<file path="src/rtl/xor_share_pkg.sv">
// Shared types and helpers for the xor_share_arbiter block: FSM state encoding
// and the round-robin winner search used by the arbiter.
package xor_share_pkg;

    // Upper bound on requester count; sizes the generic round-robin search.
    localparam int MAX_REQ  = 16;
    localparam int MAX_ID_W = 4;

    // Response-slot state: IDLE holds nothing, HOLD presents a result.
    typedef enum logic {
        IDLE = 1'b0,
        HOLD = 1'b1
    } state_e;

    // Result of a round-robin search: found flag plus winning index.
    typedef struct packed {
        logic                found;
        logic [MAX_ID_W-1:0] index;
    } pick_t;

    // Return the first set bit of valid scanning ptr, ptr+1, ... modulo
    // num_req. Bits at or above num_req are ignored.
    function automatic pick_t rr_pick(
        input logic [MAX_REQ-1:0]  valid,
        input logic [MAX_ID_W-1:0] ptr,
        input int                  num_req
    );
        pick_t               res;
        logic [MAX_ID_W-1:0] idx;
        int                  pos;
        // NOTE: combinational code (functions, always_comb) uses blocking '='
        // so each statement sees the value computed by the one before it.
        res = '0;
        for (int k = 0; k < MAX_REQ; k++) begin
            // ptr < num_req and k < num_req, so one subtraction wraps it.
            pos = int'(ptr) + k;
            if (pos >= num_req) begin
                pos = pos - num_req;
            end
            idx = MAX_ID_W'(pos);
            if ((k < num_req) && !res.found && valid[idx]) begin
                res.found = 1'b1;
                res.index = idx;
            end
        end
        return res;
    endfunction

endpackage

</file>
<file path="src/rtl/xor_gate.sv">
// Single-bit XOR cell of the shared datapath; replicated WIDTH times by the
// arbiter to form the full-width operator.
module xor_gate (
    input  logic a,
    input  logic b,
    output logic y
);

    assign y = a ^ b;

endmodule

</file>
<file path="src/rtl/xor_share_arbiter.sv">
// Shares one registered XOR datapath between NUM_REQ requesters. A round-robin
// scheduler grants one requester per issue; the result and winner ID are held
// in a single-entry response slot with a valid/ready handshake. A completed
// response counter tracks rsp_valid & rsp_ready events.
module xor_share_arbiter
    import xor_share_pkg::*;
#(
    parameter int NUM_REQ = 4,
    parameter int WIDTH   = 8,
    parameter int ID_W    = $clog2(NUM_REQ),
    parameter int CNT_W   = 16
) (
    input  logic                     clk,
    input  logic                     rst_n,
    input  logic [NUM_REQ-1:0]       req_valid,
    output logic [NUM_REQ-1:0]       req_ready,
    input  logic [NUM_REQ*WIDTH-1:0] req_a,
    input  logic [NUM_REQ*WIDTH-1:0] req_b,
    output logic                     rsp_valid,
    input  logic                     rsp_ready,
    output logic [ID_W-1:0]          rsp_id,
    output logic [WIDTH-1:0]         rsp_data,
    output logic [CNT_W-1:0]         op_count
);

    state_e           state;
    state_e           state_next;
    logic [ID_W-1:0]  rr_ptr;
    logic [ID_W-1:0]  next_ptr;
    pick_t            pick;
    logic [ID_W-1:0]  win_id;
    logic             can_issue;
    logic             grant;
    logic [WIDTH-1:0] win_a;
    logic [WIDTH-1:0] win_b;
    logic [WIDTH-1:0] xor_y;

    // ------------------------------------------------------------------
    // Arbitration
    // ------------------------------------------------------------------

    // Round-robin search starting at rr_ptr; the pointer names the requester
    // with highest priority for the next issue.
    assign pick   = rr_pick(MAX_REQ'(req_valid), MAX_ID_W'(rr_ptr), NUM_REQ);
    assign win_id = ID_W'(pick.index);

    // Pointer moves to the requester just after the winner, wrapping at
    // NUM_REQ (which need not be a power of two).
    always_comb begin
        next_ptr = '0;
        if (int'(win_id) != NUM_REQ - 1) begin
            next_ptr = win_id + 1'b1;
        end
    end

    // FSM next state and issue decision. A new result may be issued when the
    // slot is empty or is being drained in this very cycle.
    always_comb begin
        // NOTE: every signal written here gets a default first; a path that
        // leaves one unassigned would infer a latch.
        state_next = state;
        can_issue  = 1'b0;
        grant      = 1'b0;
        unique case (state)
            IDLE:    can_issue = 1'b1;
            HOLD:    can_issue = rsp_ready;
            default: can_issue = 1'b0;
        endcase
        grant = can_issue & pick.found;
        if (grant) begin
            state_next = HOLD;
        end else if ((state == HOLD) && rsp_ready) begin
            state_next = IDLE;
        end
    end

    // One-hot accept to the winner. Gated by rst_n so nothing is accepted
    // while the block is held in reset.
    always_comb begin
        req_ready = '0;
        if (grant && rst_n) begin
            req_ready[win_id] = 1'b1;
        end
    end

    // ------------------------------------------------------------------
    // Shared datapath
    // ------------------------------------------------------------------

    // Route the winner's operands into the shared XOR cells.
    always_comb begin
        win_a = req_a[win_id*WIDTH +: WIDTH];
        win_b = req_b[win_id*WIDTH +: WIDTH];
    end

    for (genvar i = 0; i < WIDTH; i++) begin : g_xor
        xor_gate u_xor (
            .a (win_a[i]),
            .b (win_b[i]),
            .y (xor_y[i])
        );
    end

    // ------------------------------------------------------------------
    // State
    // ------------------------------------------------------------------

    // Response slot occupancy.
    always_ff @(posedge clk or negedge rst_n) begin
        // NOTE: sequential state uses non-blocking '<=' so all flops update
        // together from values sampled before the edge.
        if (!rst_n) begin
            state <= IDLE;
        end else begin
            state <= state_next;
        end
    end

    assign rsp_valid = (state == HOLD);

    // Capture result, owner ID and advance the priority pointer on a grant;
    // otherwise the slot contents and pointer are held.
    always_ff @(posedge clk or negedge rst_n) begin
        if (!rst_n) begin
            rsp_data <= '0;
            rsp_id   <= '0;
            rr_ptr   <= '0;
        end else if (grant) begin
            rsp_data <= xor_y;
            rsp_id   <= win_id;
            rr_ptr   <= next_ptr;
        end
    end

    // Count completed responses; wraps naturally at 2^CNT_W.
    always_ff @(posedge clk or negedge rst_n) begin
        if (!rst_n) begin
            op_count <= '0;
        end else if (rsp_valid && rsp_ready) begin
            op_count <= op_count + 1'b1;
        end
    end

endmodule

</file>
<file path="config.mk">
export PLATFORM = sky130hd
export DESIGN_NAME = xor_share_arbiter
export DESIGN_NICKNAME = d
export VERILOG_FILES = /design/src/rtl/xor_share_pkg.sv /design/src/rtl/xor_gate.sv /design/src/rtl/xor_share_arbiter.sv
export SDC_FILE = /design/constraint.sdc
export NUM_CORES = 1
export LEC_CHECK = 0
export CAP_MARGIN = 10
export CELL_PAD_IN_SITES_DETAIL_PLACEMENT = 1
export CELL_PAD_IN_SITES_GLOBAL_PLACEMENT = 1
export CORE_ASPECT_RATIO = 1.4
export CORE_MARGIN = 10
export CORE_UTILIZATION = 35
export CTS_CLUSTER_SIZE = 12
export DETAILED_ROUTE_END_ITERATION = 10
export GPL_TIMING_DRIVEN = 0
export PLACE_DENSITY_LB_ADDON = 0.25
export SYNTH_ARGS = -nofsm -noshare
export SYNTH_HDL_FRONTEND = slang
export SYNTH_SLANG_ARGS = --single-unit
</file>
<file path="constraint.sdc">
create_clock -name clk -period 8.6 [get_ports clk]
set_clock_uncertainty 0.05 [all_clocks]
set_input_delay 1.29 -clock clk [delete_from_list [all_inputs] [get_ports clk]]
set_output_delay 1.29 -clock clk [all_outputs]
set_load 0.01 [all_outputs]
</file>
==> flow_summary_export.csv <==
group,metric,value,unit
outcome,status,"completed",
global_routing,antenna_found_initial,0,
synthesis,ys_seq_elements,29,
synthesis,synthArstFlopShare,100,%
hold_path,hold_start,"op_count[15]",
clocking,cts_made_buffers,5,
placed_design,post-place-cells,457,
synthesis,seq_area_frac_synth,28.7,%
setup_path,cp-start-kind,"input port",
cells_and_area,post-route-util,53.8,%
setup_path,cp_common_cell,"clkdlybuf4s50_1",
route,drtIter0Drc,88,
pwr,cellLeakagePower,0.00151,uW
global_routing,grt_pass1_vias,2700,
cells_and_area,multi_input_area,0.00167,mm2
synthesis,syn_inst,261,
setup_path,r2r_slack,5.31,ns
setup_path,cp_max_fo,10,
setup_path,cp_slowest_stage_delay,0.58,ns
route,postRouteAntennaNets,0,
placed_design,placed_area,0.00365,mm2
timing,period_needed,5.50,ns
setup_path,cp-startpoint,"req_valid[0]",
global_routing,grt_overflow,0,
clocking,cts_tree,"yes",
setup_path,crit_arrival,4.16,ns
timing,grt_setup_unrepaired,"false",
placed_design,port_buffers,101,
timing,fin_setup_tns,0,ns
pwr,powerDensity,328,mW/mm2
clocking,postCtsHoldBufs,0,
clocking,ctsHtreeMaxLevel,2,
setup_path,r2r_start,"rr_ptr[0]",
global_routing,grt_pass1_wl,13900,um
setup_path,cp_slowest_cell,"clkdlybuf4s50_1",
timing,fin_hold_ws,0.421,ns
timing,fmax,182,MHz
cells_and_area,areaGrowthSynthToFinish,48.5,%
timing,worstMarginPinSlew,0.798,ns
setup_path,endpoint_kind,"output port",
cells_and_area,final_layout_size_suffix_gt1_share,11.9,%
clocking,cts_resized,0,
synthesis,ys.warnings.count,0,
floorplanning,die-area,0.0111,mm2
route,wl,8630,um
clocking,numClockSinks,29,
job,drv_cap,0,
cells_and_area,nets,446,
floorplanning,num_io_pins,102,
synthesis,syn_area,0.00253,mm2
cells_and_area,fin_cells,465,
floorplanning,die_y,121,um
clocking,clk_path_buf_depth,2,
clocking,cts-root-buf,"clkbuf_8",
synthesis,synth_fp_nets,338,
route,wl_per_cell,18.6,um
synthesis,synth_edf_count,0,
timing,setup_violations,0,
route,viasPerCell,5.33,
clocking,clk_pin_slew,0.06,ns
setup_path,crit_chain,"clkdlybuf4s50_1 -> mux2i_1 -> or3_1 -> buf_2 -> a41oi_2 -> clkbuf_1 -> nand2_1 -> a211oi_1 -> clkdlybuf4s50_1",
global_routing,grt_max_degree,33,
timing,finalHoldViolCount,0,
route,dr.pass1.iters,4,
floorplanning,die_w,91.8,um
timing,post-route-period-util,64.0,%
setup_path,setup.worst_path.class,"in -> out",
clocking,clock_latency,0.28,ns
cells_and_area,seqCellArea,726,um2
floorplanning,core,0.00698,mm2
clocking,cts_setup_buffers,0,
hold_path,hp-class,"reg -> reg",
route,drc,0,
placed_design,gp_congestion,0.781,
floorplanning,rows,36,
synthesis,ys.flop_type,"dfrtp_1",
route,dr_total_vias,2480,
placed_design,hpwl,7100,um
floorplanning,start_util,36.2,%
cells_and_area,antennaDiodeCount,0,
cells_and_area,nFillCells,799,
timing,max_slew_margin,46.7,%
timing,finalMaxSlewViolations,0,
cells_and_area,design_area,0.00375,mm2
synthesis,avgSynthCellArea,9.69,um2
setup_path,required,7.26,ns
pwr,peakVddDrop,0.117,mV
global_routing,grt.total_usage,15.2,%
synthesis,synth_cell_types,45,
-- placed cells by master (no fill, tap or decap), drive strengths merged, types with 10 or more instances in the layout --
cell | synthesis | routed
mux2i | 10 | 10
dfrtp | 29 | 29
clkbuf | 5 | 12
xnor2 | 19 | 19
buf | 12 | 13
clkdlybuf4s50 | 0 | 100
nor2 | 24 | 24
nand2 | 14 | 14
nand3 | 12 | 12
a211oi | 10 | 10
xor2 | 28 | 28
-- area by class of cell --
cell class / count / share of cell area (%)
plain buffers: 17 / 3.13
clock buffers: 7 / 2.57
clock inverters: 1 / 0.133
inverters: 5 / 0.500
multi-input cells: 210 / 44.4
flip-flops and latches: 29 / 19.3
well taps: 95 / 3.17
repair buffers: 101 / 26.8
-- per-layer routing --
metal  vias to the layer above  wire length, um  GRT usage (%)
li1                       1185                -              -
met1                      1199             3360           15.9
met2                        87             4710           29.0
met3                         9              427           2.91
met4                         0              136           5.61
met5                         -                0              0
-- kinds of logic (layout without fill, tap and decap cells) --
| family | Yosys count | after routing | synth area share, % |
|---|---|---|---|
| flops | 29 | 29 | 28.7 |
| simple gates | 77 | 77 | 15.6 |
| mux | 16 | 16 | 7.52 |
| xor+xnor | 47 | 47 | 16.3 |
| compound gates | 64 | 64 | 23.5 |
| buf+inv | 22 | 131 | 5.39 |
| fa+ha+maj | 6 | 6 | 2.97 |
-- through the flow --
step	total power (uW)	worst slack, ns
after floorplan	814	4.37
after global placement	1090	3.11
after detailed placement	1110	3.08
after CTS	1240	3.07
after global routing	1320	2.88
final	1230	3.10
-- power breakdown --
part / internal (uW) / switching, uW
clock: 72.2 / 53.5
combinational: 393 / 488
sequential: 185 / 39.6
-- path summary, 6_finish.rpt --
path,to,cells after the start
setup / recovery,req_ready[2],9
hold / removal,op_count[15],1
setup reg to reg,rsp_data[2],11
hold reg to reg,op_count[15],1
max in group asynchronous,rsp_data[2],1
min in group asynchronous,op_count[2],1
-- flip-flops by register name, indices dropped and copies added (netlist names) --
name	count
rr_ptr	2
rsp_id	2
rsp_data	8
op_count	16
rsp_valid	1
-- critical path, delay by kind of cell --
kind | cells | cell delay (ns)
buffers and inverters | 4 | 1.75
AO/OA/AOI/OAI | 2 | 0.59
multiplexers | 1 | 0.12
AND/OR/NAND/NOR | 2 | 0.41
-- synthesized netlist by cell type (2+ instances only) --
cell type / instances / area (um2)
nand3_1: 12 / 60.1
or3_1: 3 / 18.8
a311oi_1: 8 / 70.1
buf_6: 3 / 33.8
xnor2_1: 19 / 166
a32oi_1: 8 / 70.1
nor2b_1: 3 / 18.8
ha_1: 6 / 75.1
buf_4: 2 / 15.0
nor2_1: 23 / 86.3
dfrtp_1: 29 / 726
and3_1: 6 / 37.5
a21o_1: 9 / 67.6
or2_1: 2 / 12.5
a21oi_1: 3 / 15.0
nand2_1: 14 / 52.6
mux2_2: 4 / 45.0
a41oi_1: 8 / 70.1
a31oi_1: 8 / 50.1
mux4_2: 2 / 45.0
and2_1: 3 / 18.8
buf_2: 6 / 30.0
clkbuf_1: 5 / 18.8
a211oi_2: 9 / 113
inv_1: 4 / 15.0
mux2i_1: 10 / 100
nand4_1: 7 / 43.8
xor2_1: 28 / 245
Power figures use the tool's default switching activity.
==> patch (same settings) <==
The parameter `WIDTH` goes from 8 to 7.
--- a/src/rtl/xor_share_arbiter.sv
+++ b/src/rtl/xor_share_arbiter.sv
@@ -6,7 +6,7 @@
     import xor_share_pkg::*;
 #(
     parameter int NUM_REQ = 4,
-    parameter int WIDTH   = 8,
+    parameter int WIDTH   = 7,
     parameter int ID_W    = $clog2(NUM_REQ),
     parameter int CNT_W   = 16
 ) (
Ports: changed (resized req_a, req_b and rsp_data); port bits go from 102 to 93. No check against the original RTL was run, so the function may have changed too.
==> patch against the original RTL <==
  * Setup slack worse by 0.065 ns
  * Total power is 34% lower
  * Largest cell class unchanged
  * Critical path depth stayed put
  * Critical endpoint is now req_ready[3]
  * Final area is 21% lower
  * Sequential cell count is 1 lower
  * Area after synthesis is 25% lower
  * Wire length is 36% lower
  * Combinational power is 42% lower
==> patch: results (changes against the original RTL) <==
GRT
  • Overall global routing resource usage: 12.2% (was 15.2%)
  • Met2 Track Usage GR: 23.1% (was 29.0%)
  • Pin count of the biggest net entering global routing: 18 (was 33)
  • M1 GR Usage: 11.9% (was 15.9%)

Status
  • Status: finished clean (unchanged)

Logic synthesis
  • Largest cells by area after synthesis: dfrtp_1 37%, xnor2_1 17%, mux4_2 7.1%, ha_1 5.9%, mux2_2 3.6% (was dfrtp_1 29%, xor2_1 9.7%, xnor2_1 6.6%, a211oi_2 4.5%, mux2i_1 4.0%)
  • Synth cell types: 35 (was 45)
  • Most common library cells after synthesis: 37 x xnor2_1, 28 x dfrtp_1, 12 x nand2_1 (was 29 x dfrtp_1, 28 x xor2_1, 23 x nor2_1)
  • Xor/xnor cell area share of the yosys netlist: 19.8% (was 16.3%)
  • Fraction of synthesized area in multiplexers: 12.8% (was 7.52%)
  • Adder-cell share of the synthesized area: 5.93% (was 2.97%)
  • Synthesized Nets: 248 (was 338)
  • Compound-cell area share of the yosys netlist: 8.64% (was 23.5%)
  • Mapped Avg Cell Area: 10.8 µm² (was 9.69 µm²)
  • Post-synthesis sequential area ratio: 36.9% (was 28.7%)

Layout
  • Final #Nets: 346 (was 446)
  • Largest regs: op_count x16, rsp_data x7 (was op_count x16, rsp_data x8)
  • Fill cell count: 569 (was 799)
  • Finished Layout Cells: 339 (was 465)

Clocking
  • Htree depth: 1 (was 2)
  • Clock buffer count from CTS: 3 (was 5)
  • CTS clk-pin slew, worst paths: 0.09 ns (was 0.06 ns)

Pwr
  • IR drop worst, VDD: 117 µV (about the same)
  • P_sw: 325 µW (was 581 µW)

Place
  • Routability cong.: 0.734 (was 0.781)
  • Hpwl dp: 4.85 mm (was 7.10 mm)
  • I/O Buffers: 92 (was 101)

Routing
  • Avg WL per Cell: 16.3 µm (was 18.6 µm)
  • Vias: 1653 (was 2480)
  • DR pass1 iterations: 3 (was 4)

Worst setup path
  • CP arrival: 4.23 ns (was 4.16 ns)
patch: worst paths after layout:
check / startpoint / to / slack (ns) / cells past startpoint
setup / recovery: req_valid[1] / req_ready[3] / 3.03 / 9
hold / removal: op_count[15] / op_count[15] / 0.44 / 1
setup reg to reg: rr_ptr[0] / rr_ptr[1] / 5.61 / 10
hold reg to reg: op_count[15] / op_count[15] / 0.44 / 1
max in group asynchronous: rst_n / op_count[13] / 6.52 / 2
min in group asynchronous: rst_n / op_count[0] / 1.41 / 1
patch: cells by family after synthesis:
kind of cell,Yosys count
xor gates and xnor gates,43
and+or+nand+nor,50
AOI/OAI and AO/OA,19
muxes,16
buffers and inverters,11
DFF,28
adders and majority gates,9
patch: through the flow:
stage,total power [mW],worst slack (ns)
after floorplan,0.543,4.48
after global placement,0.728,3.06
after detailed placement,0.746,2.98
after CTS,0.829,2.96
after global routing,0.879,2.83
final,0.810,3.03
patch: area by class of cell:
type	count	area (µm²)	area share, %
inverters	6	25.0	0.842
clock buffers	4	55.1	1.85
multi-input cells	137	1140	38.5
repair buffers	93	936	31.5
flip-flops and latches	28	701	23.6
plain buffers	5	27.5	0.926
well taps	66	82.6	2.78
patch: routing by layer:
layer / share of wire [%] / vias up
met3: 10 / 5
met2: 53 / 65
met1: 35 / 786
li1: - / 797
met4: 0.76 / 0
met5: 0 / -
patch: power groups by stage:
stage,Sequential [mW],Clock (mW),Combinational [mW]
5_1_grt,0.221,0.0888,0.569
2_1_floorplan,0.228,0,0.315
4_1_cts,0.215,0.0839,0.529
6_report,0.214,0.0812,0.515
3_5_place_dp,0.218,0,0.528
3_3_place_gp,0.215,0,0.513
patch: critical path, delay by kind of cell:
| kind | cells | cell delay (ns) |
|---|---|---|
| multiplexers | 1 | 0.19 |
| buffers and inverters | 3 | 1.23 |
| AO/OA/AOI/OAI | 2 | 0.91 |
| AND/OR/NAND/NOR | 2 | 0.36 |
| adder cells (fa/ha/maj) | 1 | 0.25 |
